==> src/rtl/mbist_march_engine.sv <==
// MBIST march engine: sequences MSCAN, CheckerBoard and March C- over a single-port
// SRAM with 1-cycle read latency, comparing read data one cycle after each read strobe.
module mbist_march_engine #(
    parameter int DATA_W = 8,
    parameter int ADDR_W = 8,
    parameter int CNT_W  = 16
) (
    input  logic              CLK,
    input  logic              nRESET,
    input  logic              MBISTEN,
    input  logic [1:0]        TESTTYPE,
    output logic [ADDR_W-1:0] ADDR_MBIST,
    output logic [DATA_W-1:0] DATA_MBIST,
    output logic              iWrite,
    output logic              iRead,
    input  logic [DATA_W-1:0] DATA_DUT,
    output logic              BUSY,
    output logic              DONE,
    output logic              RESULT,
    output logic [CNT_W-1:0]  FAIL_CNT,
    output logic [ADDR_W-1:0] FAIL_ADDR,
    output logic [DATA_W-1:0] FAIL_DATA,
    output logic [2:0]        FAIL_ELEM
);

    localparam logic [1:0] S_IDLE  = 2'd0;
    localparam logic [1:0] S_RUN   = 2'd1;
    localparam logic [1:0] S_DRAIN = 2'd2;
    localparam logic [1:0] S_DONE  = 2'd3;

    localparam logic [1:0] T_MSCAN = 2'd0;
    localparam logic [1:0] T_CKBD  = 2'd1;
    localparam logic [1:0] T_MARCH = 2'd2;
    localparam logic [1:0] T_RSVD  = 2'd3;

    localparam logic [ADDR_W-1:0] ADDR_MAX = '1;
    localparam logic [DATA_W-1:0] ONES     = '1;
    localparam logic [DATA_W-1:0] ZEROS    = '0;
    localparam logic [CNT_W-1:0]  CNT_MAX  = '1;

    function automatic logic f_two_op(input logic [1:0] tt, input logic [2:0] el);
        return (tt == T_MARCH) && (el >= 3'd1) && (el <= 3'd4);
    endfunction

    function automatic logic f_desc(input logic [1:0] tt, input logic [2:0] el);
        return (tt == T_MARCH) && ((el == 3'd3) || (el == 3'd4));
    endfunction

    function automatic logic [2:0] f_last_elem(input logic [1:0] tt);
        return (tt == T_MARCH) ? 3'd5 : 3'd3;
    endfunction

    function automatic logic f_is_read(input logic [1:0] tt, input logic [2:0] el,
                                       input logic ph);
        if (tt == T_MARCH) begin
            return (el == 3'd5) || (f_two_op(tt, el) && !ph);
        end
        return el[0];
    endfunction

    // Checkerboard word is 0x55.. on even addresses and 0xAA.. on odd ones.
    function automatic logic [DATA_W-1:0] f_data(input logic [1:0] tt, input logic [2:0] el,
                                                  input logic ph, input logic a0);
        logic [DATA_W-1:0] ckbd;
        for (int i = 0; i < DATA_W; i++) begin
            ckbd[i] = ~(i[0] ^ a0);
        end
        case (tt)
            T_MSCAN: return el[1] ? ONES : ZEROS;
            T_CKBD:  return el[1] ? ~ckbd : ckbd;
            default: begin
                case (el)
                    3'd1, 3'd3: return ph ? ONES : ZEROS;
                    3'd2, 3'd4: return ph ? ZEROS : ONES;
                    default:    return ZEROS;
                endcase
            end
        endcase
    endfunction

    logic [1:0]        state_q, state_d;
    logic              mbisten_prev_q;
    logic [1:0]        ttype_q, ttype_d;
    logic [2:0]        elem_q, elem_d;
    logic              phase_q, phase_d;
    logic [ADDR_W-1:0] addr_q, addr_d;
    logic [DATA_W-1:0] data_q, data_d;
    logic              iwrite_q, iwrite_d;
    logic              iread_q, iread_d;
    logic              done_q, done_d;
    logic              result_q, result_d;
    logic              cmp_valid_q, cmp_valid_d;
    logic [DATA_W-1:0] exp_data_q, exp_data_d;
    logic [ADDR_W-1:0] exp_addr_q, exp_addr_d;
    logic [2:0]        exp_elem_q, exp_elem_d;
    logic [CNT_W-1:0]  fail_cnt_q, fail_cnt_d;
    logic [ADDR_W-1:0] fail_addr_q, fail_addr_d;
    logic [DATA_W-1:0] fail_data_q, fail_data_d;
    logic [2:0]        fail_elem_q, fail_elem_d;

    logic              start_edge;
    logic              mismatch;
    logic [2:0]        nxt_elem;
    logic              nxt_phase;
    logic [ADDR_W-1:0] nxt_addr;
    logic              last_op;
    logic              nxt_rd;

    assign start_edge = MBISTEN && !mbisten_prev_q;
    assign mismatch   = cmp_valid_q && (DATA_DUT != exp_data_q);

    // Operation sequencer: from the op on the strobes now, derive the next one.
    always_comb begin
        nxt_elem  = elem_q;
        nxt_phase = 1'b0;
        nxt_addr  = addr_q;
        last_op   = 1'b0;
        if (f_two_op(ttype_q, elem_q) && !phase_q) begin
            nxt_phase = 1'b1;
        end else if (addr_q == (f_desc(ttype_q, elem_q) ? '0 : ADDR_MAX)) begin
            if (elem_q == f_last_elem(ttype_q)) begin
                last_op = 1'b1;
            end else begin
                nxt_elem = elem_q + 3'd1;
                nxt_addr = f_desc(ttype_q, elem_q + 3'd1) ? ADDR_MAX : '0;
            end
        end else begin
            nxt_addr = f_desc(ttype_q, elem_q) ? addr_q - 1'b1 : addr_q + 1'b1;
        end
        nxt_rd = f_is_read(ttype_q, nxt_elem, nxt_phase);
    end

    always_comb begin
        state_d  = state_q;
        ttype_d  = ttype_q;
        elem_d   = elem_q;
        phase_d  = phase_q;
        addr_d   = addr_q;
        data_d   = data_q;
        iwrite_d = 1'b0;
        iread_d  = 1'b0;
        done_d   = done_q;
        result_d = result_q;
        case (state_q)
            S_IDLE: begin
                done_d   = 1'b0;
                result_d = 1'b0;
                if (start_edge) begin
                    ttype_d = TESTTYPE;
                    if (TESTTYPE == T_RSVD) begin
                        state_d = S_DONE;
                        done_d  = 1'b1;
                    end else begin
                        state_d  = S_RUN;
                        elem_d   = 3'd0;
                        phase_d  = 1'b0;
                        addr_d   = '0;
                        data_d   = f_data(TESTTYPE, 3'd0, 1'b0, 1'b0);
                        iwrite_d = 1'b1;
                    end
                end
            end
            S_RUN: begin
                if (!MBISTEN) begin
                    state_d = S_IDLE;
                end else if (last_op) begin
                    state_d = S_DRAIN;
                end else begin
                    elem_d   = nxt_elem;
                    phase_d  = nxt_phase;
                    addr_d   = nxt_addr;
                    data_d   = f_data(ttype_q, nxt_elem, nxt_phase, nxt_addr[0]);
                    iread_d  = nxt_rd;
                    iwrite_d = !nxt_rd;
                end
            end
            S_DRAIN: begin
                if (!MBISTEN) begin
                    state_d = S_IDLE;
                end else begin
                    state_d  = S_DONE;
                    done_d   = 1'b1;
                    result_d = (fail_cnt_d == '0);
                end
            end
            default: begin
                if (!MBISTEN) begin
                    state_d  = S_IDLE;
                    done_d   = 1'b0;
                    result_d = 1'b0;
                end
            end
        endcase
    end

    // Compare pipeline: a read registers its expectation, DATA_DUT is checked a cycle later.
    always_comb begin
        cmp_valid_d = iread_q && MBISTEN;
        exp_data_d  = data_q;
        exp_addr_d  = addr_q;
        exp_elem_d  = elem_q;
        fail_cnt_d  = fail_cnt_q;
        fail_addr_d = fail_addr_q;
        fail_data_d = fail_data_q;
        fail_elem_d = fail_elem_q;
        if (start_edge && (state_q == S_IDLE)) begin
            fail_cnt_d  = '0;
            fail_addr_d = '0;
            fail_data_d = '0;
            fail_elem_d = '0;
        end else if (mismatch) begin
            if (fail_cnt_q != CNT_MAX) begin
                fail_cnt_d = fail_cnt_q + 1'b1;
            end
            if (fail_cnt_q == '0) begin
                fail_addr_d = exp_addr_q;
                fail_data_d = DATA_DUT;
                fail_elem_d = exp_elem_q;
            end
        end
    end

    always_ff @(posedge CLK or negedge nRESET) begin
        if (!nRESET) begin
            state_q        <= S_IDLE;
            mbisten_prev_q <= 1'b0;
            ttype_q        <= '0;
            elem_q         <= '0;
            phase_q        <= 1'b0;
            addr_q         <= '0;
            data_q         <= '0;
            iwrite_q       <= 1'b0;
            iread_q        <= 1'b0;
            done_q         <= 1'b0;
            result_q       <= 1'b0;
            cmp_valid_q    <= 1'b0;
            exp_data_q     <= '0;
            exp_addr_q     <= '0;
            exp_elem_q     <= '0;
            fail_cnt_q     <= '0;
            fail_addr_q    <= '0;
            fail_data_q    <= '0;
            fail_elem_q    <= '0;
        end else begin
            state_q        <= state_d;
            mbisten_prev_q <= MBISTEN;
            ttype_q        <= ttype_d;
            elem_q         <= elem_d;
            phase_q        <= phase_d;
            addr_q         <= addr_d;
            data_q         <= data_d;
            iwrite_q       <= iwrite_d;
            iread_q        <= iread_d;
            done_q         <= done_d;
            result_q       <= result_d;
            cmp_valid_q    <= cmp_valid_d;
            exp_data_q     <= exp_data_d;
            exp_addr_q     <= exp_addr_d;
            exp_elem_q     <= exp_elem_d;
            fail_cnt_q     <= fail_cnt_d;
            fail_addr_q    <= fail_addr_d;
            fail_data_q    <= fail_data_d;
            fail_elem_q    <= fail_elem_d;
        end
    end

    assign ADDR_MBIST = addr_q;
    assign DATA_MBIST = data_q;
    assign iWrite     = iwrite_q;
    assign iRead      = iread_q;
    assign BUSY       = (state_q == S_RUN) || (state_q == S_DRAIN);
    assign DONE       = done_q;
    assign RESULT     = result_q;
    assign FAIL_CNT   = fail_cnt_q;
    assign FAIL_ADDR  = fail_addr_q;
    assign FAIL_DATA  = fail_data_q;
    assign FAIL_ELEM  = fail_elem_q;

endmodule

==> config.mk <==
export PLATFORM = sky130hd
export DESIGN_NAME = mbist_march_engine
export DESIGN_NICKNAME = d
export VERILOG_FILES = /design/src/rtl/mbist_march_engine.sv
export SDC_FILE = /design/constraint.sdc
export NUM_CORES = 1
export LEC_CHECK = 0
export CAP_MARGIN = 20
export CORE_UTILIZATION = 40
export DETAILED_ROUTE_END_ITERATION = 8
export GPL_TIMING_DRIVEN = 0
export HOLD_SLACK_MARGIN = 0.15
export PLACE_DENSITY = 0.64
export SETUP_SLACK_MARGIN = 0.2
export SYNTH_ARGS = -nofsm -noshare
export SYNTH_HDL_FRONTEND = slang
export SYNTH_SLANG_ARGS = --single-unit
==> constraint.sdc <==
create_clock -name CLK -period 4 [get_ports CLK]
set_input_delay 0.8 -clock CLK [delete_from_list [all_inputs] [get_ports CLK]]
set_output_delay 0.8 -clock CLK [all_outputs]
set_load 0.02 [all_outputs]
==> results.cfg <==
[timing]
hold_ws_ns = 0.4394
worst_pin_slew_ns = 1.010
setup-tns-final_ns = 0
fin_ws_ns = 0.3205
min_period_ns = 3.679
setup_viol = 0
timing.fmax_mhz = 271.8
fin_crit_sh_pct = 91.99
rsz0062_at_grt = yes
skew_ns = 0.01569
final_max_slew_viol_count = 0
hold_violations = 0
slew_headroom_pct = 32.04

[logic_synthesis]
ys_types = 67
synthArstFlopShare_pct = 100.0
ys.flop_type = dfrtp_1
synth-simple-area-share_pct = 22.34
syn_nets = 495
synth_compound_area_share_pct = 17.03
synthAdderAreaFrac_pct = 4.874
ys_seq_area_share_pct = 42.28
synth_xor_area_share_pct = 4.110
post-synth-top-count-cell = dfrtp_1
synth_cells = 466
synth_commonest_cells = dfrtp_1 (72), nand2_1 (63), a21oi_1 (40), nor2_1 (33)
syn_area_mm2 = 0.004262
synth_mux_area_share_pct = 3.817
ys_warn_count = 0
synth_top_cell_area_share_pct = 42.28
synth_edf_count = 0
synth_top_cell_by_area = dfrtp_1
synth_top_family_by_area = simple AND/OR/NAND/NOR gates
synth_area_leaders = dfrtp_1 (42%), nand2_1 (5.5%), a21oi_1 (4.7%)
synth.avg_cell_area_um2 = 9.145
ys_ff_latch = 72

[route]
dr.first_iter.drc_count = 204
wl_met1_um = 5266
met3_wirelength_um = 558
vias = 3797
met2_length_um = 4931
top_layer = met4
drtAntennaViolNets = 0
via_per_inst = 5.519
wl_per_cell_um = 15.86
remaining_drc_errors = 0
drtPass1Iterations = 5
drt-total-wl_um = 10920

[layout]
n_antenna_cell = 0
postLayoutCoreUtil_pct = 52.41
syn2layout_area_growth_pct = 26.95
nets = 576
layout-drive-gt1-share_pct = 11.78

[die]
die_w_um = 105.2
start_util_pct = 41.28
rows = 37
dieArea_mm2 = 0.01107
io_pins = 69
dieHeight_um = 105.2
core_area_mm2 = 0.01032

[grt]
grt_start_max_net_pins = 73
grt_usage_pct = 20.56
grt_pass1_vias = 3646
antenna_found_initial = 0
grt-ovfl-total = 0
grt_pass1_wl_um = 18170

[critical_path]
startpoint_type = register
r2r_setup_slack_ns = 0.32
reg2regPathDepth = 14
worstSetupPathType = register to register
critical_path_peak_fanout = 10
crit_arrival_ns = 3.93
timing.rr.start = elem_q[0]
regToRegEndpoint = ADDR_MBIST[7]
cp.required_ns = 4.25
cp-end-kind = register

[clocking]
cts_tree = yes
numCtsBuffers = 9
clk_path_buf_depth = 2
cts-htree-levels = 3
ctsRootBufferMaster = clkbuf_8
clkTransAtPathRegs_ns = 0.09
cts_sinks = 72
clock_latency_ns = 0.36
hold_buffers = 0

[job]
drv_cap = 0

[placed_design]
port_buffers = 68
dpl_worst_slack_ns = -0.2427
hpwl_um = 7762
globalplace.congestion = 0.8741

[power_and_ir_drop]
powerDensity_mw_per_mm2 = 405.1
p_leak_uw = 0.002350
vdd_drop_max_uv = 182.8

[status]
status = completed

[min_path]
hp-class = input pin to asynchronous set/reset pin
## area by class of cell
type / count / area (µm²)
fill: 978 / 4913
multi-input combinational: 345 / 2290
sequential: 72 / 1804
timing repair buffer: 70 / 713.2
buffer: 33 / 182.7
tap: 136 / 170.2
clock buffer: 9 / 123.9
clock inverter: 7 / 66.31
inverter: 16 / 60.06
## cells by family after synthesis
kind of cell / Yosys count
mux: 15
simple gates: 185
fa+ha+maj: 16
buf+inv: 49
compound gates: 109
xor+xnor: 20
flops: 72
## flip-flops by register name, summed over array words and instances, names as in the netlist, 2 cells and up
register	count
ADDR_MBIST	8
elem_q	3
exp_data_q	2
FAIL_ELEM	3
exp_elem_q	3
state_q	2
DATA_MBIST	2
exp_addr_q	8
FAIL_CNT	16
FAIL_DATA	8
FAIL_ADDR	8
ttype_q	2
## critical path, cell delays in order (launching register included)
cell and delay (ns):
dfrtp_2 0.45, clkbuf_4 0.22, inv_1 0.09, ha_1 0.25, mux2i_4 0.23, nor2_4 0.11
ha_1 0.36, and4_1 0.25, o211ai_1 0.18, and2_1 0.19, clkbuf_2 0.19, o21ai_0 0.11
a22o_2 0.36, a21o_1 0.27, a211o_1 0.32
## through the flow
stage / total power, µW / cell area, µm² / instances
after floorplan: 1344 / 4262 / 466
after global placement: 1619 / 5112 / 670
after detailed placement: 1628 / 5137 / 671
after CTS: 2203 / 5355 / 687
after global routing: 2321 / 5410 / 688
final: 2191 / 5410 / 688
## timing repair
item / CTS / global route
setup buffers: 0 / 1
cloned: 0 / 0
pin swaps: 0 / 2
resized for setup: 8 / 13
endpoints found under the setup margin: 14 / 13
## worst max-delay path by stage
stage,slack (ns),depth (start not counted),startpoint,to
2_1_floorplan,0.42,13,elem_q[0],DATA_MBIST[5]
5_1_grt,0.16,14,elem_q[0],ADDR_MBIST[7]
3_3_place_gp,-0.34,1,nRESET,phase_q
4_1_cts,0.22,14,elem_q[0],ADDR_MBIST[7]
6_report,0.32,14,elem_q[0],ADDR_MBIST[7]
3_5_place_dp,-0.24,15,elem_q[0],ADDR_MBIST[7]
## placed cells by master, fill, tap and decap left out, drive strengths merged, types with 2 or more instances in the layout
cell / Yosys / layout
nor4: 6 / 6
nor2: 33 / 33
inv: 16 / 22
and2: 7 / 7
a211oi: 5 / 5
clkdlybuf4s50: 0 / 67
xnor2: 9 / 9
nand2b: 6 / 6
and3: 6 / 6
mux2: 4 / 4
nand3: 16 / 16
nand4: 12 / 12
o211ai: 4 / 4
o311a: 2 / 2
xor2: 11 / 11
or3: 2 / 2
dfrtp: 72 / 72
buf: 17 / 20
nor2b: 4 / 4
a221oi: 2 / 2
o21bai: 2 / 2
a31oi: 3 / 3
mux2i: 11 / 11
a21oi: 40 / 40
o21ai: 18 / 18
nor3: 10 / 10
a2111oi: 2 / 2
nand4b: 2 / 2
ha: 15 / 15
nand4bb: 2 / 2
clkbuf: 16 / 25
and4: 4 / 4
nand2: 64 / 64
o31ai: 4 / 4
o41ai: 3 / 3
a21o: 11 / 11
or4: 5 / 5
a22o: 2 / 2
o311ai: 2 / 2
## routing by layer
metal  track usage, %  up-vias
li1                 -     1831
met1            29.77     1819
met2            31.77      130
met3            3.401       17
met4            5.634        0
met5                0        -
## where the power goes
| group | switching [µW] | internal, µW |
|---|---|---|
| clock network | 328 | 244 |
| logic | 415 | 335 |
| registers | 72.2 | 798 |
| total | 815 | 1380 |
No activity file was read; power rests on OpenSTA's default activity.
